==> src/rtl/mul_div_seq_nat_pkg.sv <==
// Shared types and constants for the iterative natural multiply-add / divide unit.
package mul_div_seq_nat_pkg;

    localparam logic OP_MUL = 1'b0;
    localparam logic OP_DIV = 1'b1;

    typedef enum logic [1:0] {
        S_IDLE = 2'd0,
        S_RUN  = 2'd1,
        S_DONE = 2'd2
    } state_e;

    // Step counter must be able to hold 0..n.
    function automatic int unsigned cnt_width(input int unsigned n);
        return $clog2(n + 1);
    endfunction

endpackage

==> src/rtl/mul_div_seq_nat_mds_step.sv <==
// One radix-2 iteration: shift-right-add multiply or restoring divide, selected by op.
module mds_step
    import mul_div_seq_nat_pkg::*;
#(
    parameter int unsigned N = 8
) (
    input  logic         op,
    input  logic [N-1:0] a,
    input  logic [N-1:0] q,
    input  logic [N-1:0] b,
    output logic [N-1:0] a_nxt,
    output logic [N-1:0] q_nxt
);

    logic [N:0]   sum;
    logic [N:0]   r_sh;
    logic [N+1:0] diff;
    logic         borrow;

    // Multiply: conditional add of the multiplicand, carry kept for the right shift.
    assign sum = {1'b0, a} + ((q[0]) ? {1'b0, b} : (N+1)'(0));

    // Divide: trial subtraction of the divisor from the left-shifted partial remainder.
    assign r_sh   = {a, q[N-1]};
    assign diff   = {1'b0, r_sh} - {2'b00, b};
    assign borrow = diff[N+1];

    always_comb begin
        a_nxt = a;
        q_nxt = q;
        if (op == OP_MUL) begin
            a_nxt = sum[N:1];
            q_nxt = {sum[0], q[N-1:1]};
        end else if (!borrow) begin
            a_nxt = diff[N-1:0];
            q_nxt = {q[N-2:0], 1'b1};
        end else begin
            a_nxt = r_sh[N-1:0];
            q_nxt = {q[N-2:0], 1'b0};
        end
    end

endmodule

==> src/rtl/mul_div_seq_nat.sv <==
// Iterative N-bit natural multiply-add (x*y+c) / divide ({c,x}/y) with valid-ready handshakes.
module mul_div_seq_nat
    import mul_div_seq_nat_pkg::*;
#(
    parameter int unsigned N = 8
) (
    input  logic         clock,
    input  logic         reset,
    input  logic         in_valid,
    output logic         in_ready,
    input  logic         op,
    input  logic [N-1:0] x,
    input  logic [N-1:0] y,
    input  logic [N-1:0] c,
    output logic         out_valid,
    input  logic         out_ready,
    output logic [N-1:0] res_hi,
    output logic [N-1:0] res_lo,
    output logic         dz,
    output logic         ovf
);

    localparam int unsigned CW = cnt_width(N);

    state_e        state_q, state_d;
    logic [CW-1:0] cnt_q, cnt_d;
    logic          op_q, op_d;
    logic [N-1:0]  acc_q, acc_d;
    logic [N-1:0]  qr_q, qr_d;
    logic [N-1:0]  b_q, b_d;
    logic [N-1:0]  res_hi_q, res_hi_d;
    logic [N-1:0]  res_lo_q, res_lo_d;
    logic          dz_q, dz_d;
    logic          ovf_q, ovf_d;
    logic          in_ready_q, in_ready_d;
    logic          out_valid_q, out_valid_d;

    logic [N-1:0]  acc_nxt;
    logic [N-1:0]  qr_nxt;

    mds_step #(.N(N)) u_step (
        .op    (op_q),
        .a     (acc_q),
        .q     (qr_q),
        .b     (b_q),
        .a_nxt (acc_nxt),
        .q_nxt (qr_nxt)
    );

    always_ff @(posedge clock or posedge reset) begin
        if (reset) begin
            state_q     <= S_IDLE;
            cnt_q       <= '0;
            op_q        <= OP_MUL;
            acc_q       <= '0;
            qr_q        <= '0;
            b_q         <= '0;
            res_hi_q    <= '0;
            res_lo_q    <= '0;
            dz_q        <= 1'b0;
            ovf_q       <= 1'b0;
            in_ready_q  <= 1'b1;
            out_valid_q <= 1'b0;
        end else begin
            state_q     <= state_d;
            cnt_q       <= cnt_d;
            op_q        <= op_d;
            acc_q       <= acc_d;
            qr_q        <= qr_d;
            b_q         <= b_d;
            res_hi_q    <= res_hi_d;
            res_lo_q    <= res_lo_d;
            dz_q        <= dz_d;
            ovf_q       <= ovf_d;
            in_ready_q  <= in_ready_d;
            out_valid_q <= out_valid_d;
        end
    end

    always_comb begin
        state_d  = state_q;
        cnt_d    = cnt_q;
        op_d     = op_q;
        acc_d    = acc_q;
        qr_d     = qr_q;
        b_d      = b_q;
        res_hi_d = res_hi_q;
        res_lo_d = res_lo_q;
        dz_d     = dz_q;
        ovf_d    = ovf_q;

        case (state_q)
            S_IDLE: begin
                if (in_valid) begin
                    // Accumulator starts from c in both modes; b holds multiplicand or divisor.
                    op_d  = op;
                    cnt_d = '0;
                    dz_d  = 1'b0;
                    ovf_d = 1'b0;
                    acc_d = c;
                    qr_d  = (op == OP_MUL) ? y : x;
                    b_d   = (op == OP_MUL) ? x : y;
                    if (op == OP_DIV && y == '0) begin
                        state_d  = S_DONE;
                        dz_d     = 1'b1;
                        res_hi_d = '0;
                        res_lo_d = '0;
                    end else if (op == OP_DIV && c >= y) begin
                        state_d  = S_DONE;
                        ovf_d    = 1'b1;
                        res_hi_d = '0;
                        res_lo_d = '0;
                    end else begin
                        state_d = S_RUN;
                    end
                end
            end
            S_RUN: begin
                acc_d = acc_nxt;
                qr_d  = qr_nxt;
                cnt_d = cnt_q + CW'(1);
                if (cnt_q == CW'(N - 1)) begin
                    state_d  = S_DONE;
                    res_hi_d = acc_nxt;
                    res_lo_d = qr_nxt;
                end
            end
            S_DONE: begin
                if (out_ready) begin
                    state_d = S_IDLE;
                end
            end
            default: begin
                state_d = S_IDLE;
            end
        endcase

        in_ready_d  = (state_d == S_IDLE);
        out_valid_d = (state_d == S_DONE);
    end

    assign in_ready  = in_ready_q;
    assign out_valid = out_valid_q;
    assign res_hi    = res_hi_q;
    assign res_lo    = res_lo_q;
    assign dz        = dz_q;
    assign ovf       = ovf_q;

endmodule

==> config.mk <==
export PLATFORM = sky130hd
export DESIGN_NAME = mul_div_seq_nat
export DESIGN_NICKNAME = d
export VERILOG_FILES = /design/src/rtl/mul_div_seq_nat_pkg.sv /design/src/rtl/mul_div_seq_nat_mds_step.sv /design/src/rtl/mul_div_seq_nat.sv
export SDC_FILE = /design/constraint.sdc
export NUM_CORES = 1
export LEC_CHECK = 0
export CORE_MARGIN = 4
export CORE_UTILIZATION = 41
export CTS_BUF_LIST = sky130_fd_sc_hd__clkbuf_4 sky130_fd_sc_hd__clkbuf_8 sky130_fd_sc_hd__clkbuf_16
export DETAILED_ROUTE_END_ITERATION = 7
export SETUP_SLACK_MARGIN = 0.4
export SLEW_MARGIN = 20
export SYNTH_ARGS = -nofsm -noshare
export SYNTH_HDL_FRONTEND = slang
export SYNTH_SLANG_ARGS = --single-unit
==> constraint.sdc <==
create_clock -name clock -period 6.55 [get_ports clock]
set_input_delay 1.31 -clock clock [delete_from_list [all_inputs] [get_ports clock]]
set_output_delay 1.31 -clock clock [all_outputs]
set_load 0.05 [all_outputs]
-- After elaboration in Yosys (flattened, before gate mapping)
Cells that the tools add are included.
- bits in registers: 51
- input port bits: 29
- logic and storage cells: 61
- add/sub/neg operators: 3
- reduce and logical (&&, ||, !) cells: 9
- magnitude comparators: 1
- mux-type cells: 29
- equal/unequal tests: 7
- operators with widths (cell ; number):
    $mux 8 ; 13
    $pmux 8 s2 ; 4
    $mux 2 ; 5
    $sub 9x8->10 ; 1
    $add 8x9->9 ; 1
    $ge 8x8->1 ; 1
    $logic_not 8->1 ; 1
    $pmux 4 s2 ; 1
    $pmux 2 s3 ; 1
    $add 4x1->4 const B ; 1
    $eq 2x2->1 const B ; 2
    $eq 4x3->1 const B ; 1
    $logic_not 2->1 ; 2
    $mux 1 ; 4
    $mux 4 ; 1
    $ne 2x2->1 const B ; 2
    $reduce_and 2->1 ; 2
    $reduce_and 4->1 ; 1
    $ne 3x3->1 const B ; 1
    $eq 2x1->1 const B ; 1
    $logic_and 1x1->1 ; 2
    $reduce_bool 2->1 ; 1

-- Longest topological paths before layout
- depth after elaboration: 7
- gate-level depth with buffers: 10
- gate-level depth less buffers: 10

-- Hierarchy
A second synthesis with hierarchy kept.
- cells, all modules: 429
- area total of the unflattened synthesis: 3817.4 um^2
- by module, submodules not included (module ; area an instance (um^2) ; cells each ; sequential area each (um^2) ; instances):
    mul_div_seq_nat ; 2802.7 ; 293 ; 1277.5 ; 1
    mds_step ; 1014.7 ; 136 ; 0.0 ; 1

-- Worst setup path after synthesis
OpenSTA, ideal clock, no wires.
- path kind: input to register
- start point: in y[5]
- end point: reg res_hi_q[7], in the netlist res_hi[7]
- required time: 6425 ps
- library setup time: 125 ps
- arrival time: 3047 ps
- cell stages on the path: 8
- path slack: 3378 ps
- cell sequence: inv_1 ha_1 and3_1 a221o_1 a22oi_1 a31oi_4 buf_8 mux2_4
- longest elaborated chain between the ends: 5
- elaborated cells on any way between the ends: 9
- classes of those cells: order compare: 1; eq/ne: 1; mux: 3; reduce/logical: 4
- ends and longest elaborated chain (element ; RTL line ; source):
    start: declaration ; mul_div_seq_nat.sv:13 ; input logic [N-1:0] y,
    parallel branches: the longest is 5 deep, another holds $ge 8x8->1 ; - ;
    end signal: assignment ; mul_div_seq_nat.sv:71 ; res_hi_q <= res_hi_d;
    end: declaration ; mul_div_seq_nat.sv:31 ; logic [N-1:0] res_hi_q, res_hi_d;
Parallel ways; which one is timed is not known. The select of a mux whose other input is x is not followed.
A chain may end at the register's enable or synchronous reset.

-- Final worst setup path
- start point: in op
- end point: reg res_lo_q[5], in the netlist res_lo[5]
- longest elaborated chain between the ends: 4
- elaborated cells on any way between the ends: 7
- classes of those cells: eq/ne: 1; mux: 3; reduce/logical: 3
- ends and longest elaborated chain (element ; RTL line ; source):
    start: declaration ; mul_div_seq_nat.sv:11 ; input logic op,
    $logic_and 1x1->1 ; mul_div_seq_nat.sv:103 ; if (op == OP_DIV && y == '0) begin
    $mux 8 ; mul_div_seq_nat.sv:103 ;
    $mux 8 ; mul_div_seq_nat.sv:94 ; if (in_valid) begin
    $pmux 8 s2 ; mul_div_seq_nat.sv:92 ; case (state_q)
    end signal: assignment ; mul_div_seq_nat.sv:72 ; res_lo_q <= res_lo_d;
    end: declaration ; mul_div_seq_nat.sv:32 ; logic [N-1:0] res_lo_q, res_lo_d;
Parallel ways exist; a longest one is shown, timed or not. The select of a mux whose other input is x is not followed.

==> results.cfg <==
[worst_setup_path]
r2r-start = qr_q[0]$_DFFE_PP0P_
crit_start = op
end_kind = flop
start_kind = input pin
crit_fanout = 27
cp.arrival_ns = 3.95
path_class = in -> reg
worstPathRequired_ns = 6.75

[cts]
worstSkewPairLatency_ns = 0.32
cts.clk_slew.worst_paths_ns = 0.10
cts-hold-fix-buffers = 0
postCtsSetupRepairBufs = 0
cts_sinks = 51
tritoncts = built
cts_buffers = 5
cts_root_buf = clkbuf_8
cts_max_level = 2
clockBufferDepth = 2
cts_resized = 0

[routing]
drtIter0Drc = 106
avgViaCountPerCell = 5.64
wl_um = 9320
vias = 2943
route.detailed.wl_per_inst_um = 17.8
final_antenna_net_count = 0
drc = 0
firstDrtPassIters = 5

[placement]
io_buffer_count = 48
dpl.hpwl_um = 7180
post-place-ws_ns = 2.45
gp_congestion = 0.877

[timing]
hold_ws_ns = 0.503
worst_slack_ns = 2.80
rsz0062_at_grt = no
fin_crit_sh = 0.572
hold_violations = 0
worstMarginPinSlew_ns = 1.05
finalCriticalPeriod_ns = 3.75
final.setup.tns_ns = 0
timing.fmax_ghz = 0.267
slew_headroom = 0.296
finClkSkew_ns = 0.0145
slew_violations = 0
setup_viol = 0

[synth]
synth.top_cells.by_area = dfrtp_1 (36%), ha_1 (9.0%), mux2i_1 (6.6%)
synth_top_area_share = 0.360
syn-num-nets = 430
yosysSeqAreaShare = 0.367
yosysMostFrequentCell = dfrtp_1
synth_cell_type_count = 61
synthTopCellsByCount = dfrtp_1 (50), nand2_1 (41), o21ai_0 (40), ha_1 (25), nor2_1 (25)
syn_area_sq_um = 3480
syn_avg_cell_area_sq_um = 9.30
synth-seq-cells = 51
syn_inst = 374
synth_top_cell_by_area = dfrtp_1
async_flop_share = 1.00
yosysWarnings = 0
ys.flop_type = dfrtp_1
synth_edf_count = 0

[global_routing]
track_usage = 0.190
gr-max-usage-layer = met2
grt_pass1_wl_um = 14900
grt_max_degree = 52
grt_pass1_vias = 2918
met3_usage = 0.0327
grtUsageMet2 = 0.307
use_met1 = 0.267
gr-total-overflow = 0
antenna_found_initial = 0

[floorplanning]
fp.dieArea_sq_um = 10000
rows = 33
die_y_um = 100
initial_core_util = 0.423
core_sq_um = 8220
die_x_um = 100
io-pin-count = 49

[layout]
area_growth_pct = 18.8
final_core_utilization = 0.503
fin_nets = 472
drive_above_1_share = 0.0719
diodes = 0

[run_status]
status = completed

[power_and_ir_drop]
switchingPower_mw = 1.11
p_int_mw = 1.13
combPwrFrac = 0.632
clock_power_share = 0.089
p_per_area_nw_per_um2 = 544
irDropWorstVdd_v = 0.000210
seqPwrFrac = 0.278
p_leak_nw = 1.87
p_sw_frac = 0.495

[min_path]
hp-class = reg -> reg
worstHoldStart = res_hi[4]$_DFFE_PP0P_

[job]
drv_cap = 0
registers in the layout, summed over array words and instances (netlist names):
name	count
acc_q	8
b_q	8
qr_q	8
res_hi	8
res_lo	8
cnt_q	4
state_q	2
dz	1
in_ready	1
op_q	1
out_valid	1
ovf	1
worst max-delay path, stage by stage:
cell	delay (ns)
clkdlybuf4s50_1	1.16
o2111a_1	0.31
a22oi_1	0.15
a31oi_4	0.60
mux2_2	0.40
layer usage:
layer | wire length, um | share of wire
met5 | 0 | 0
met2 | 4250 | 0.46
met4 | 176 | 0.019
met3 | 483 | 0.052
met1 | 4410 | 0.47
worst paths after layout:
path / end / slack (ns) / depth (start not counted)
max in group asynchronous: qr_q[1]$_DFFE_PP0P_ / 4.63 / 3
min reg2reg: res_hi[4]$_DFFE_PP0P_ / 0.50 / 1
max: res_lo[5]$_DFFE_PP0P_ / 2.80 / 5
max reg2reg: res_hi[7]$_DFFE_PP0P_ / 3.90 / 9
min: res_hi[4]$_DFFE_PP0P_ / 0.50 / 1
min in group asynchronous: res_lo[6]$_DFFE_PP0P_ / 1.47 / 3
cell families (layout without fill, tap and decap cells):
kind of cell / count (synthesis) / count (layout) / synth area share
compound gates: 112 / 112 / 0.216
xor+xnor: 9 / 9 / 0.0227
fa+ha+maj: 27 / 27 / 0.101
buf+inv: 39 / 82 / 0.0457
flops: 51 / 51 / 0.367
mux: 34 / 34 / 0.107
simple gates: 102 / 102 / 0.140
area by class of cell:
| type | instances | area, sq um |
|---|---|---|
| Fill cell | 793 | 4090 |
| Multi-Input combinational cell | 284 | 2040 |
| Timing Repair Buffer | 50 | 495 |
| Clock buffer | 5 | 68.8 |
| Clock inverter | 3 | 27.5 |
| Sequential cell | 51 | 1280 |
| Inverter | 24 | 90.1 |
| Tap cell | 105 | 131 |
placed cells by master (no fill, tap or decap), drive strengths merged, types with 2 or more instances in the layout:
| cell | netlist | layout |
|---|---|---|
| nand4 | 2 | 2 |
| nor2 | 26 | 26 |
| buf | 4 | 2 |
| xnor2 | 6 | 6 |
| clkdlybuf4s50 | 0 | 48 |
| o221ai | 2 | 2 |
| dfrtp | 50 | 50 |
| nor2b | 2 | 2 |
| ha | 25 | 25 |
| o2bb2ai | 3 | 3 |
| mux2i | 23 | 23 |
| o211ai | 7 | 7 |
| nand2 | 41 | 41 |
| nand3 | 2 | 2 |
| nand2b | 3 | 3 |
| o211a | 2 | 2 |
| a2111oi | 2 | 2 |
| mux2 | 11 | 11 |
| and2 | 10 | 10 |
| inv | 24 | 25 |
| nor3 | 2 | 2 |
| clkbuf | 11 | 5 |
| a21oi | 16 | 16 |
| o21bai | 11 | 11 |
| xor2 | 3 | 3 |
| a211oi | 6 | 6 |
| fa | 2 | 2 |
| or2 | 2 | 2 |
| a21o | 6 | 6 |
| and3 | 3 | 3 |
| o21a | 2 | 2 |
| o21ai | 40 | 40 |
| a31oi | 3 | 3 |
| or4 | 2 | 2 |
| or3 | 3 | 3 |
through the flow:
step | instances | area (sq um) | total power, mW
after floorplan | 374 | 3480 | 1.65
after global placement | 514 | 4040 | 2.04
after detailed placement | 514 | 4040 | 2.05
after CTS | 522 | 4130 | 2.26
after global routing | 522 | 4130 | 2.42
final | 522 | 4130 | 2.25
power by group through the flow:
stage,logic (mW),clock network [mW],registers [mW]
2_1_floorplan,0.921,0,0.725
3_3_place_gp,1.41,0,0.631
3_5_place_dp,1.42,0,0.629
4_1_cts,1.43,0.203,0.626
5_1_grt,1.56,0.215,0.648
6_report,1.42,0.200,0.625
(Power assumes the default switching activity.)
